**config.mk**
```make
export PLATFORM = sky130hd
export DESIGN_NAME = mul32_seq_ctrl
export DESIGN_NICKNAME = d
export VERILOG_FILES = /design/src/rtl/mul32_seq_ctrl.sv
export SDC_FILE = /design/constraint.sdc
export NUM_CORES = 1
export LEC_CHECK = 0
export ABC_AREA = 1
export BUFFER_PORTS_ARGS = -buffer_cell sky130_fd_sc_hd__buf_4
export CAP_MARGIN = 20
export CORE_ASPECT_RATIO = 0.7
export CORE_MARGIN = 2
export CORE_UTILIZATION = 58
export DETAILED_ROUTE_END_ITERATION = 8
export GPL_TIMING_DRIVEN = 0
export PLACE_DENSITY_LB_ADDON = 0.3
export SYNTH_ARGS = -nofsm -noshare
export SYNTH_HDL_FRONTEND = slang
export SYNTH_SLANG_ARGS = --single-unit
```
**constraint.sdc**
```tcl
create_clock -name clk -period 4.2 [get_ports clk]
set_input_delay 0.21 -clock clk [delete_from_list [all_inputs] [get_ports clk]]
set_output_delay 0.21 -clock clk [all_outputs]
set_load 0.1 [all_outputs]
```
**src/rtl/mul32_seq_ctrl.sv**
```systemverilog
// mul32_seq_ctrl
// Sequential 32x32 -> 64 unsigned multiplier controller. It drives an external
// combinational 32x8 multiplier one B byte per cycle and accumulates the
// shifted partial products.
//
// Ports
//   clk          in   1   rising-edge clock
//   rst          in   1   asynchronous active-high reset
//   start_valid  in   1   requester presents operands
//   start_ready  out  1   operands accepted this cycle (IDLE only)
//   a, b         in   32  unsigned operands
//   mul_a        out  32  operand A to external multiplier (0 outside RUN)
//   mul_b        out  8   current B byte to external multiplier (0 outside RUN)
//   mul_y        in   40  mul_a * mul_b from external multiplier
//   res_valid    out  1   product valid (DONE)
//   res_ready    in   1   consumer takes product
//   product      out  64  accumulator, meaningful while res_valid
//   busy         out  1   high in RUN or DONE
//
// state | meaning
// IDLE  | waiting for operands, start_ready high
// RUN   | one B byte per cycle accumulated into acc
// DONE  | product held until res_ready
module mul32_seq_ctrl #(
    parameter int unsigned EARLY_TERM = 1
) (
    input  logic        clk,
    input  logic        rst,
    input  logic        start_valid,
    output logic        start_ready,
    input  logic [31:0] a,
    input  logic [31:0] b,
    output logic [31:0] mul_a,
    output logic [7:0]  mul_b,
    input  logic [39:0] mul_y,
    output logic        res_valid,
    input  logic        res_ready,
    output logic [63:0] product,
    output logic        busy
);

    typedef enum logic [1:0] {
        S_IDLE = 2'd0,
        S_RUN  = 2'd1,
        S_DONE = 2'd2
    } state_t;

    state_t      r_state;
    state_t      w_next;
    logic [63:0] r_acc;
    logic [1:0]  r_idx;
    logic [31:0] r_a;
    logic [31:0] r_b;

    logic [7:0]  w_slice;
    logic        w_upper_zero;
    logic        w_last;
    logic [63:0] w_partial;

    // Current B byte and whether every byte above it is zero.
    always_comb begin
        w_slice      = r_b[7:0];
        w_upper_zero = 1'b1;
        case (r_idx)
            2'd0: begin
                w_slice      = r_b[7:0];
                w_upper_zero = (r_b[31:8] == 24'd0);
            end
            2'd1: begin
                w_slice      = r_b[15:8];
                w_upper_zero = (r_b[31:16] == 16'd0);
            end
            2'd2: begin
                w_slice      = r_b[23:16];
                w_upper_zero = (r_b[31:24] == 8'd0);
            end
            default: begin
                w_slice      = r_b[31:24];
                w_upper_zero = 1'b1;
            end
        endcase
    end

    assign w_last    = (r_idx == 2'd3) || ((EARLY_TERM != 0) && w_upper_zero);
    assign w_partial = {24'd0, mul_y} << {r_idx, 3'b000};

    always_ff @(posedge clk or posedge rst) begin
        if (rst) begin
            r_state <= S_IDLE;
        end else begin
            r_state <= w_next;
        end
    end

    always_comb begin
        w_next      = r_state;
        start_ready = 1'b0;
        res_valid   = 1'b0;
        busy        = 1'b1;
        mul_a       = 32'd0;
        mul_b       = 8'd0;
        case (r_state)
            S_IDLE: begin
                start_ready = 1'b1;
                busy        = 1'b0;
                if (start_valid) begin
                    w_next = S_RUN;
                end
            end
            S_RUN: begin
                mul_a = r_a;
                mul_b = w_slice;
                if (w_last) begin
                    w_next = S_DONE;
                end
            end
            S_DONE: begin
                res_valid = 1'b1;
                if (res_ready) begin
                    w_next = S_IDLE;
                end
            end
            default: begin
                w_next = S_IDLE;
                busy   = 1'b0;
            end
        endcase
    end

    always_ff @(posedge clk or posedge rst) begin
        if (rst) begin
            r_acc <= 64'd0;
            r_idx <= 2'd0;
            r_a   <= 32'd0;
            r_b   <= 32'd0;
        end else if (r_state == S_IDLE) begin
            if (start_valid) begin
                r_a   <= a;
                r_b   <= b;
                r_acc <= 64'd0;
                r_idx <= 2'd0;
            end
        end else if (r_state == S_RUN) begin
            r_acc <= r_acc + w_partial;
            r_idx <= r_idx + 2'd1;
        end
    end

    assign product = r_acc;

endmodule

```
# After elaboration in Yosys (flattened, before gate mapping)
# Index checks and enable logic that the tools add are counted.
[word_totals]
register_bits = 132
inputBits = 108
word_cells = 44
[classes]
add_sub_neg = 2
eq_ne = 8
shifts = 1
n_mux = 17
reduce_logical = 11
[ops]
columns = ["cell", "n"]
rows = [
  ["$mux W64", 3],
  ["$add A64 B64 Y64", 1],
  ["$shl A40 B5 Y64", 1],
  ["$mux W32", 1],
  ["$logic_not A24 Y1", 1],
  ["$pmux W8 S3", 1],
  ["$logic_not A16 Y1", 1],
  ["$mux W2", 6],
  ["$logic_not A8 Y1", 1],
  ["$mux W8", 1],
  ["$eq A2 B2 Y1 const B", 3],
  ["$ne A2 B2 Y1 const B", 3],
  ["$pmux W2 S3", 1],
  ["$eq A2 B1 Y1 const B", 2],
  ["$logic_not A2 Y1", 2],
  ["$reduce_and A2 Y1", 2],
  ["$mux W1", 3],
  ["$pmux W1 S3", 1],
  ["$reduce_and A3 Y1", 1],
  ["$add A2 B1 Y2 const B", 1],
  ["$reduce_bool A2 Y1", 1],
  ["$reduce_or A2 Y1", 1],
  ["$logic_or A1 B1 Y1", 1],
]

# Logic depth before layout (Yosys ltp)
# Gate-level depths: netlist of the first run.
[depth]
ltp_word = 5
depth_mapped = 22

# Worst setup path before layout of the first run
# Ideal clock, no wire load.
[synth_path]
path_type = "register -> output"
start = "register r_idx[0]"
end = "output port mul_b[0]"
arrival_time_ns = 3.175
path_slack_ns = 0.815
path_stages_with_launch = 8
n_path_buf = 3
path_cell_list = "dfrtp_1 buf_2 inv_1 buf_1 ha_1 buf_1 nand2_1 a31oi_1"
[synth_between]
elab_chain_len = 3
[synth_rtl]
columns = ["item", "line_no", "text"]
rows = [
  ["start: declaration", "51", "logic [1:0] r_idx;"],
  ["start signal: assignment", "145", "r_idx <= r_idx + 2'd1;"],
  ["$eq A2 B2 Y1, or another cell as far along", "64", "case (r_idx)"],
  ["$pmux W8 S3 (*)", "64", ""],
  ["$mux W8 (*)", "102", "case (r_state)"],
  ["end: declaration", "34", "output logic [7:0] mul_b,"],
]
# Mark *: on every way between the ends. The rest lies on a longest branch, timed or not.

# Worst setup path after layout of the first run
[layout_path]
start = "register r_idx[0]"
end = "register r_acc[48], in the netlist product[48]"
[layout_between]
elab_chain_len = 4
[layout_rtl]
columns = ["item", "line_no", "text"]
rows = [
  ["$shl A40 B5 Y64", "85", "assign w_partial = {24'd0, mul_y} << {r_idx, 3'b000};"],
  ["$add A64 B64 Y64", "144", "r_acc <= r_acc + w_partial;"],
  ["$mux W64", "143", "end else if (r_state == S_RUN) begin"],
  ["$mux W64", "136", "end else if (r_state == S_IDLE) begin"],
  ["end signal: assignment", "144", ""],
  ["end: declaration", "50", "logic [63:0] r_acc;"],
]
# No other way between the ends. The select of a mux whose other input is x is not followed.
# A chain may end at the register's enable or synchronous reset.

==> impl_metrics.csv, run 1 <==
group,metric,value,unit
status,status,"complete, but fails checks",
status,failed_checks,"design-rule violations, negative hold slack",
placement,dpl.cell_count,2603,
global_routing,top_usage_layer,"met2",
pwr,p_sw,0.00832,W
synthesis,syn_nets,2291,
placement,gp_congestion,1.03,
final_layout,final_cell_area,0.0155,sq mm
synthesis,avgSynthCellArea,5.82,sq um
sta,clock.fmax,244,MHz
routing,drt_wl_total,53.7,mm
pwr,p_comb_share,69.7,%
clock_tree,clk_latency,0.46,ns
clock_tree,cts.sinks,132,
critical_path,crit_path_start_kind,"flop",
clock_tree,clk_path_buf_depth,2,
floorplan,die-area,0.0224,sq mm
global_routing,first_global_vias,14700,
global_routing,track_usage,48.4,%
critical_path,required,4.53,ns
synthesis,synth_common_cells,"nand2_1 (946), inv_1 (391), dfrtp_1 (132)",
global_routing,grt_antenna_before_repair,0,
synthesis,synth_top_cell_area_share,28.9,%
critical_path,worstSetupPathType,"reg2reg",
floorplan,start_util,59.2,%
final_layout,drive_above_1_share,13.5,%
routing,num_vias,15600,
global_routing,grt_overflow,0,
routing,via_per_inst,5.80,
critical_path,r2r-start,"r_idx[0]$_DFFE_PP0P_",
final_layout,fin_nets,2586,
clock_tree,clkTransAtPathRegs,0.08,ns
hold_path,hp-start,"a[5]",
sta,hold_violations,1,
pwr,clkPwrFrac,12.2,%
hold_path,hp-class,"in2reg",
sta,worst_pin_slew,0.942,ns
placement,dpl-instance-area,0.0143,sq mm
synthesis,async_flop_share,100,%
critical_path,cp_common_cell,"nand2_1",
synthesis,netlist_area,0.0123,sq mm
critical_path,cpMaxStageDelayCell,"buf_1",
final_layout,syn_to_final_growth,26.0,%
critical_path,slowest_delay,0.59,ns
synthesis,synth-main-ff-cell,"dfrtp_1",
critical_path,cp_cell_sequence,"buf_2 > inv_1 > buf_1 > nand2_1 > nor2_1 > ha_1 > inv_1 > fa_1 > inv_1 > nand3_1 > nand2_1 > nand2_1 > nand2_1 > nand2_1 > nand2_1 > nand3_1 > nand3_1 > nand2_1 > nand3_1 > nand2_1",
global_routing,use_met2,69.9,%
floorplan,die_w,178,um
final_layout,fin_util,74.6,%
synthesis,ys_warn_count,0,
clock_tree,cts_tree,"yes",
synthesis,yosysTopAreaCell,"nand2_1",
global_routing,grt_pass1_wl,81.5,mm
clock_tree,ctsResizeCount,0,
sta,finalCritPeriodShare,97.4,%
global_routing,grt_max_degree,81,
synthesis,ys_types,36,
global_routing,met3_usage,18.2,%
synthesis,postSynthCellCount,2112,
clock_tree,postCtsHoldBufs,60,
synthesis,synth_most_common_cell,"nand2_1",
pwr,power.density,848,mW/mm^2
pwr,power.internal,0.00481,W
clock_tree,post_cts_buffers,0,
clock_tree,cts-root-buf,"clkbuf_16",
critical_path,startpoint,"r_idx[0]$_DFFE_PP0P_",
clock_tree,htreeDepth,4,
critical_path,crit_path_end_kind,"flop",
routing,routedWlPerCell,19.9,um
routing,drtPass1Iterations,9,
synthesis,synth-edff-count,0,
critical_path,crit_fanout,11,
placement,hpwl,38.9,mm
sta,finalSetupViolCount,0,
synthesis,yosysSeqAreaShare,26.9,%
sta,layout_min_cycle_time,4.09,ns
floorplan,fp-row-count,44,
critical_path,arrival,4.42,ns
placement,port-buffer-count,214,
routing,drc_errors,16,
pwr,swShare,63.4,%
sta,holdWs,-0.000895,ns
clock_tree,numCtsBuffers,17,
pwr,seqPwrFrac,18.0,%
run,maxCapViolCount,0,
sta,skew,0.0232,ns
synthesis,synth_area_leaders,"nand2_1 (29%), dfrtp_1 (27%), inv_1 (12%), ha_1 (7.1%), nor2_1 (4.0%)",
final_layout,diodes,0,
sta,rsz0062_at_grt,"false",
sta,max_slew_margin,37.2,%
sta,finalMaxSlewViolations,0,
final_layout,fin_cells,2696,
floorplan,die_h,126,um
pwr,leakagePower,9.46,nW
floorplan,ios,215,
floorplan,core_area,0.0208,sq mm
synthesis,ys_ff_latch,132,
routing,dr.first_iter.drc_count,2569,
routing,drtAntennaViolNets,0,
pwr,ir_worst_vdd,0.768,mV
global_routing,use_met1,65.2,%
flip-flops by register name, summed over array words and instances, names as in the netlist:
| name | count |
|---|---|
| r_b | 32 |
| r_idx | 2 |
| product | 64 |
| r_state | 2 |
| r_a | 32 |
through the flow:
stage	power [W]	hold WS [ns]	setup TNS (ns)	worst slack, ns
finish	0.0131	-0.000895	0	0.109
global route	0.0137	0.0174	0	0.00787
CTS	0.0125	0.00195	0	0.512
detailed placement	0.0109	0.297	0	0.521
global placement	0.0107	0.404	-173.28	-1.33
floorplan	0.00846	0.320	0	0.464
critical path: cells and delay by family (launching register included):
kind	cells	cell delay (ns)
AND/OR/NAND/NOR	13	1.77
adder cells (fa/ha/maj)	2	0.55
flip-flops	1	0.40
buffers and inverters	5	1.21
power by group through the flow:
stage	Combinational [W]	Sequential [W]	Clock, W
2_1_floorplan	0.00487	0.00359	0
5_1_grt	0.00964	0.00238	0.00164
6_report	0.00916	0.00237	0.00160
3_5_place_dp	0.00861	0.00228	0
3_3_place_gp	0.00842	0.00226	0
4_1_cts	0.00870	0.00228	0.00157
logic make-up (layout without fill, tap and decap cells):
group / count (synthesis) / in the layout / synth area share [%]
buf+inv: 450 / 758 / 13.9
mux: 40 / 40 / 3.26
xor+xnor: 7 / 7 / 0.499
compound gates: 164 / 164 / 7.07
flops: 132 / 132 / 26.9
simple gates: 1248 / 1248 / 41.1
fa+ha+maj: 71 / 71 / 7.29
worst paths after layout:
path                                           end  slack, ns  cells after the start
hold reg to reg                 r_b[2]$_DFFE_PP0P_       0.50                      2
hold / removal                  r_a[5]$_DFFE_PP0P_    -0.0009                      3
max in group asynchronous      r_b[15]$_DFFE_PP0P_       3.02                      4
min in group asynchronous      r_a[21]$_DFFE_PP0P_       0.37                      3
setup / recovery           product[48]$_DFFE_PP0P_       0.11                     20
setup reg to reg           product[48]$_DFFE_PP0P_       0.11                     20
layout by cell type (no fill, tap or decap), drive strengths merged, types with 6 or more instances in the layout:
master and instances:
a21oi 64, a31oi 8, buf 235, clkbuf 48
clkinv 7, dfrtp 132, dlygate4sd3 61, ha 70
inv 405, mux2i 40, nand2 967, nand3 95
nand4 9, nor2 152, nor3 14, nor4 6
o21ai 79, o31ai 6, xnor2 6
layout make-up:
class / count / area (sq um)
multi-input cells: 1530 / 7270
fillers: 1599 / 5280
flip-flops and latches: 132 / 3300
repair buffers: 276 / 2240
inverters: 400 / 1510
clock buffers: 18 / 439
well taps: 276 / 345
plain buffers: 50 / 208
clock inverters: 14 / 158
routing by layer:
layer | vias to the layer above | wire, um | part of all wire (%)
li1 | 6986 | - | -
met1 | 7041 | 20700 | 39
met2 | 1345 | 21600 | 40
met3 | 265 | 8860 | 17
met4 | 0 | 2570 | 4.8
met5 | - | 0 | 0
No activity file was read; power rests on OpenSTA's default activity.
==> run 2, diff against run 1 <==
--- a/config.mk
+++ b/config.mk
@@ -13,6 +13,7 @@
 export CORE_UTILIZATION = 58
 export DETAILED_ROUTE_END_ITERATION = 8
 export GPL_TIMING_DRIVEN = 0
+export HOLD_SLACK_MARGIN = 0.05
 export PLACE_DENSITY_LB_ADDON = 0.3
 export SYNTH_ARGS = -nofsm -noshare
 export SYNTH_HDL_FRONTEND = slang
==> run 2 against run 1 <==
Net effect:
- the run now ends clean
- clock power is essentially flat
- first-iteration DRC count up 1.2%
- non-clock buffer count up 4
- die area did not move
- sequential share of layout area is 0.055 points lower
- clock skew down 0.0021 ns
- combinational power rose by 0.5%
- cell count up 0.15%
- routed wire length increased by 1.5%
- largest cell class unchanged
- largest power group unchanged
==> impl_metrics.csv, run 2 (synthesized netlist as in run 1, its figures left out) <==
group,metric,value,unit
run,maxCapViolCount,0,
clock_tree,htreeDepth,4,
clock_tree,post_cts_buffers,0,
global_routing,track_usage,49.0,%
sta,rsz0062_at_grt,"false",
sta,worst_pin_slew,0.952,ns
sta,holdWs,0.193,ns
floorplan,die-area,0.0224,sq mm
routing,num_vias,15700,
critical_path,startpoint,"r_idx[0]$_DFFE_PP0P_",
clock_tree,cts-root-buf,"clkbuf_16",
final_layout,diodes,0,
final_layout,drive_above_1_share,13.5,%
routing,routedWlPerCell,20.2,um
pwr,ir_worst_vdd,0.669,mV
final_layout,largest_reg_flops,64,
pwr,seqPwrFrac,18.0,%
placement,port-buffer-count,214,
pwr,leakagePower,9.48,nW
critical_path,r2r-end,"product[48]$_DFFE_PP0P_",
critical_path,required,4.52,ns
sta,clock.fmax,250,MHz
clock_tree,cts.sinks,132,
critical_path,crit_fanout,11,
sta,finalCritPeriodShare,95.1,%
sta,hold_violations,0,
sta,skew,0.0211,ns
final_layout,final_cell_mix,"nand2_1 (946), inv_1 (390), buf_4 (214)",
placement,hpwl,38.9,mm
routing,drtPass1Iterations,6,
floorplan,core_area,0.0208,sq mm
floorplan,ios,215,
hold_path,hp-start,"start_valid",
critical_path,cp_cell_sequence,"buf_2 > inv_1 > buf_1 > nand2_1 > nor2_1 > ha_1 > inv_1 > fa_1 > inv_1 > nand3_1 > nand2_1 > nand2_1 > nand2_1 > nand2_1 > nand2_1 > nand3_1 > nand3_1 > nand2_1 > nand3_1 > nand2_1",
sta,layout_min_cycle_time,4.00,ns
floorplan,fp-row-count,44,
pwr,p_sw,0.00838,W
clock_tree,numCtsBuffers,17,
pwr,swShare,63.5,%
floorplan,die_h,126,um
sta,finalSetupViolCount,0,
routing,drt_wl_total,54.5,mm
pwr,p_comb_share,69.8,%
critical_path,crit_path_start_kind,"flop",
routing,dr.first_iter.drc_count,2601,
clock_tree,cts_tree,"yes",
routing,drtAntennaViolNets,0,
critical_path,arrival,4.31,ns
clock_tree,ctsResizeCount,0,
hold_path,min_path_cells,5,
critical_path,r2r-start,"r_idx[0]$_DFFE_PP0P_",
global_routing,grt_overflow,0,
pwr,power.total,0.0132,W
clock_tree,postCtsHoldBufs,65,
final_layout,fin_nets,2590,
floorplan,die_w,178,um
global_routing,grt_pass1_wl,82.4,mm
sta,finalMaxSlewViolations,0,
critical_path,ff2ff_setup_slack,0.20,ns
clock_tree,clkTransAtPathRegs,0.08,ns
global_routing,grt_max_degree,81,
clock_tree,clk_path_buf_depth,2,
global_routing,first_global_vias,14800,
status,status,"finished, final reports clean",
critical_path,cp_common_cell,"nand2_1",
global_routing,grt_antenna_before_repair,0,
critical_path,crit_family,"simple AND/OR/NAND/NOR gates",
sta,max_slew_margin,36.5,%
critical_path,cpMaxStageDelayCell,"buf_1",
routing,via_per_inst,5.83,
critical_path,critical_path_depth,20,
floorplan,start_util,59.2,%
final_layout,syn_to_final_growth,26.3,%
pwr,clkPwrFrac,12.1,%
pwr,power.internal,0.00482,W
clock_tree,clk_latency,0.46,ns
routing,drc_errors,0,
placement,gp_congestion,1.03,
critical_path,crit_buf_inv,5,
critical_path,slowest_delay,0.57,ns
pwr,power.density,850,mW/mm^2
hold_path,hold_end,"r_state[1]$_DFFE_PP0P_",
critical_path,ff2ff_path_depth,20,
critical_path,crit_path_end_kind,"flop",
final_layout,layout_commonest_cell,"nand2_1",
critical_path,worstSetupPathType,"reg2reg",
hold_path,hp-class,"in2reg",
## run 2: final cells by class
| cell class | count | area, sq um |
|---|---|---|
| Buffer | 50 | 208 |
| Clock buffer | 18 | 439 |
| Clock inverter | 14 | 158 |
| Fill cell | 1589 | 5240 |
| Inverter | 400 | 1510 |
| Multi-Input combinational cell | 1530 | 7270 |
| Sequential cell | 132 | 3300 |
| Tap cell | 276 | 345 |
| Timing Repair Buffer | 280 | 2280 |
## run 2: power groups by stage
stage / clock network [W] / logic [W] / registers, W
global placement: 0 / 0.00842 / 0.00226
floorplan: 0 / 0.00487 / 0.00359
CTS: 0.00157 / 0.00870 / 0.00228
finish: 0.00160 / 0.00921 / 0.00238
detailed placement: 0 / 0.00861 / 0.00228
global route: 0.00163 / 0.00968 / 0.00238
## run 2: how the worst max path moves through the flow
stage	endpoint	slack, ns
6_report	product[48]$_DFFE_PP0P_	0.20
3_3_place_gp	product[7]$_DFFE_PP0P_	-1.33
3_5_place_dp	product[48]$_DFFE_PP0P_	0.52
4_1_cts	product[56]$_DFFE_PP0P_	0.51
2_1_floorplan	product[0]$_DFFE_PP0P_	0.46
5_1_grt	product[48]$_DFFE_PP0P_	0.06
## run 2: through the flow
stage	TNS [ns]	instance area [sq um]	utilization (%)	setup WS [ns]	instances
finish	0	15500	74.8	0.205	2700
global route	0	15500	74.8	0.0612	2700
CTS	0	15500	74.8	0.512	2700
detailed placement	0	14300	68.8	0.521	2603
global placement	-173.28	14200	68.6	-1.33	2602
floorplan	0	12300	-	0.464	2112
## run 2: worst min-delay path: cells and delay by family
kind / cells / cell delay (ns)
AO/OA/AOI/OAI: 1 / 0.07
buffers and inverters: 2 / 0.19
AND/OR/NAND/NOR: 2 / 0.14
## run 2: layer usage
layer	vias up	share of wire [%]	track usage (%)	wire, um
met1	7094	39	67.0	21400
li1	6988	-	-	-
met3	258	16	16.2	8560
met5	-	0	0	0
met4	0	4.9	21.7	2670
met2	1404	40	70.5	21900
==> run 3, diff against run 2 <==
--- a/config.mk
+++ b/config.mk
@@ -10,7 +10,8 @@
 export CAP_MARGIN = 20
 export CORE_ASPECT_RATIO = 0.7
 export CORE_MARGIN = 2
-export CORE_UTILIZATION = 58
+export CORE_UTILIZATION = 59
+export CTS_BUF_LIST = sky130_fd_sc_hd__clkbuf_8
 export DETAILED_ROUTE_END_ITERATION = 8
 export GPL_TIMING_DRIVEN = 0
 export HOLD_SLACK_MARGIN = 0.05
==> run 3 against run 2 <==
Net effect:
- the flow now finishes with violations (design-rule violations)
- fmax rose by 2.2%
- cell count stayed put
- flip-flop and latch count unchanged
- critical endpoint is now product[56]$_DFFE_PP0P_
==> impl_metrics.csv, run 3 (synthesized netlist as in run 1, its figures left out) <==
group,metric,value,unit
global_routing,grt_antenna_before_repair,0,
hold_path,hp-class,"in2reg",
final_layout,fin_util,74.4,%
floorplan,start_util,59.7,%
critical_path,crit_fanout,11,
routing,via_per_inst,5.88,
placement,hpwl,39.1,mm
clock_tree,cts-root-buf,"clkbuf_8",
sta,rsz0062_at_grt,"false",
final_layout,diodes,0,
pwr,power.density,837,mW/mm^2
critical_path,crit_buf_inv,5,
critical_path,cp_common_cell,"nand2_1",
final_layout,fin_cells,2700,
routing,drtAntennaViolNets,0,
critical_path,cpMaxStageDelayCell,"buf_1",
final_layout,drive_above_1_share,13.4,%
sta,max_slew_margin,39.9,%
placement,port-buffer-count,214,
routing,drt_wl_total,55.7,mm
clock_tree,ctsResizeCount,0,
hold_path,hp-start,"start_valid",
final_layout,layout_commonest_cell,"nand2_1",
floorplan,die-area,0.0220,sq mm
final_layout,n_fill_cell,1598,
routing,num_vias,15900,
floorplan,die_w,176,um
status,status,"complete, but fails checks",
clock_tree,post_cts_buffers,0,
sta,finalMaxSlewViolations,0,
sta,finalSetupViolCount,0,
status,failed_checks,"design-rule violations",
final_layout,largest_reg_flops,64,
sta,hold_violations,0,
global_routing,grt_pass1_wl,83.9,mm
clock_tree,numCtsBuffers,17,
critical_path,r2r-start,"r_idx[0]$_DFFE_PP0P_",
sta,skew,0.0306,ns
global_routing,track_usage,50.5,%
global_routing,first_global_vias,14800,
routing,drtPass1Iterations,9,
critical_path,crit_family,"simple AND/OR/NAND/NOR gates",
critical_path,required,4.60,ns
pwr,ir_worst_vdd,0.700,mV
clock_tree,clk_path_buf_depth,2,
floorplan,core_area,0.0206,sq mm
sta,finalCritPeriodShare,93.0,%
clock_tree,htreeDepth,4,
clock_tree,cts_tree,"yes",
placement,pre_cts_ws,0.559,ns
critical_path,cp_cell_sequence,"buf_2 > inv_1 > buf_1 > nand2_1 > nor2_1 > ha_1 > inv_1 > fa_1 > inv_1 > nand3_1 > nand2_1 > nand2_1 > nand2_1 > nand2_1 > nand3_2 > nand3_2 > nand2_1 > nand2_1 > nand3_1 > nand2_1",
routing,drc_errors,33,
clock_tree,clkTransAtPathRegs,0.11,ns
sta,layout_min_cycle_time,3.91,ns
global_routing,grt_overflow,0,
floorplan,fp-row-count,44,
sta,worst_pin_slew,0.902,ns
critical_path,crit_path_end_kind,"flop",
final_layout,syn_to_final_growth,24.6,%
critical_path,arrival,4.31,ns
sta,fin_ws,0.292,ns
final_layout,final_cell_mix,"nand2_1 (946), inv_1 (391), buf_4 (214)",
critical_path,startpoint,"r_idx[0]$_DFFE_PP0P_",
critical_path,slowest_delay,0.54,ns
floorplan,die_h,125,um
critical_path,worstSetupPathType,"reg2reg",
pwr,leakagePower,9.38,nW
floorplan,ios,215,
clock_tree,cts.sinks,132,
clock_tree,clk_latency,0.51,ns
final_layout,fin_nets,2590,
critical_path,crit_path_start_kind,"flop",
placement,dpl.cell_count,2603,
sta,clock.fmax,256,MHz
global_routing,grt_max_degree,83,
placement,gp_congestion,1.05,
routing,routedWlPerCell,20.6,um
routing,dr.first_iter.drc_count,2894,
run,maxCapViolCount,0,
-- run 3: repair_timing --
item                                    CTS  global route
hold buffers                             65             0
endpoints found under the setup margin    0             0
hold endpoints to repair                145             0
-- run 3: layout make-up --
type / instances / area (sq um) / area share, %
multi-input cells: 1530 / 7270 / 47.5
flip-flops and latches: 132 / 3300 / 21.6
repair buffers: 280 / 2280 / 14.9
inverters: 400 / 1510 / 9.84
well taps: 276 / 345 / 2.26
clock buffers: 17 / 234 / 1.53
plain buffers: 50 / 208 / 1.36
clock inverters: 15 / 156 / 1.02
-- run 3: path summary, 6_finish.rpt --
check	depth (start not counted)	to	slack [ns]
max	20	product[56]$_DFFE_PP0P_	0.29
min	5	r_state[1]$_DFFE_PP0P_	0.25
max reg2reg	20	product[56]$_DFFE_PP0P_	0.29
min reg2reg	2	r_a[28]$_DFFE_PP0P_	0.51
max in group asynchronous	4	product[19]$_DFFE_PP0P_	2.99
min in group asynchronous	3	r_a[21]$_DFFE_PP0P_	0.41
-- run 3: metrics by stage --
| stage | instance area [sq um] | TNS (ns) | hold slack (ns) | power (W) |
|---|---|---|---|---|
| after floorplan | 12300 | 0 | 0.320 | 0.00846 |
| after global placement | 14200 | -170.03 | 0.405 | 0.0107 |
| after detailed placement | 14300 | 0 | 0.391 | 0.0109 |
| after CTS | 15300 | 0 | 0.119 | 0.0121 |
| after global routing | 15300 | 0 | 0.224 | 0.0133 |
| final | 15300 | 0 | 0.246 | 0.0128 |
-- run 3: tightest hold or removal path, stage by stage --
cell,delay [ns]
buf_4,0.09
o22ai_1,0.08
inv_1,0.14
nand3_1,0.11
nand2_1,0.08
-- run 3: layer usage --
metal / part of all wire [%] / vias to the layer above / global-route usage (%)
met3: 17 / 352 / 16.8
met4: 6.1 / 0 / 23.9
li1: - / 6970 / -
met1: 38 / 7029 / 68.6
met5: 0 / - / 0
met2: 39 / 1512 / 72.1
-- run 3: power breakdown --
group | switching, W | internal [W]
clock network | 0.000655 | 0.000532
logic | 0.00709 | 0.00215
registers | 0.000582 | 0.00180
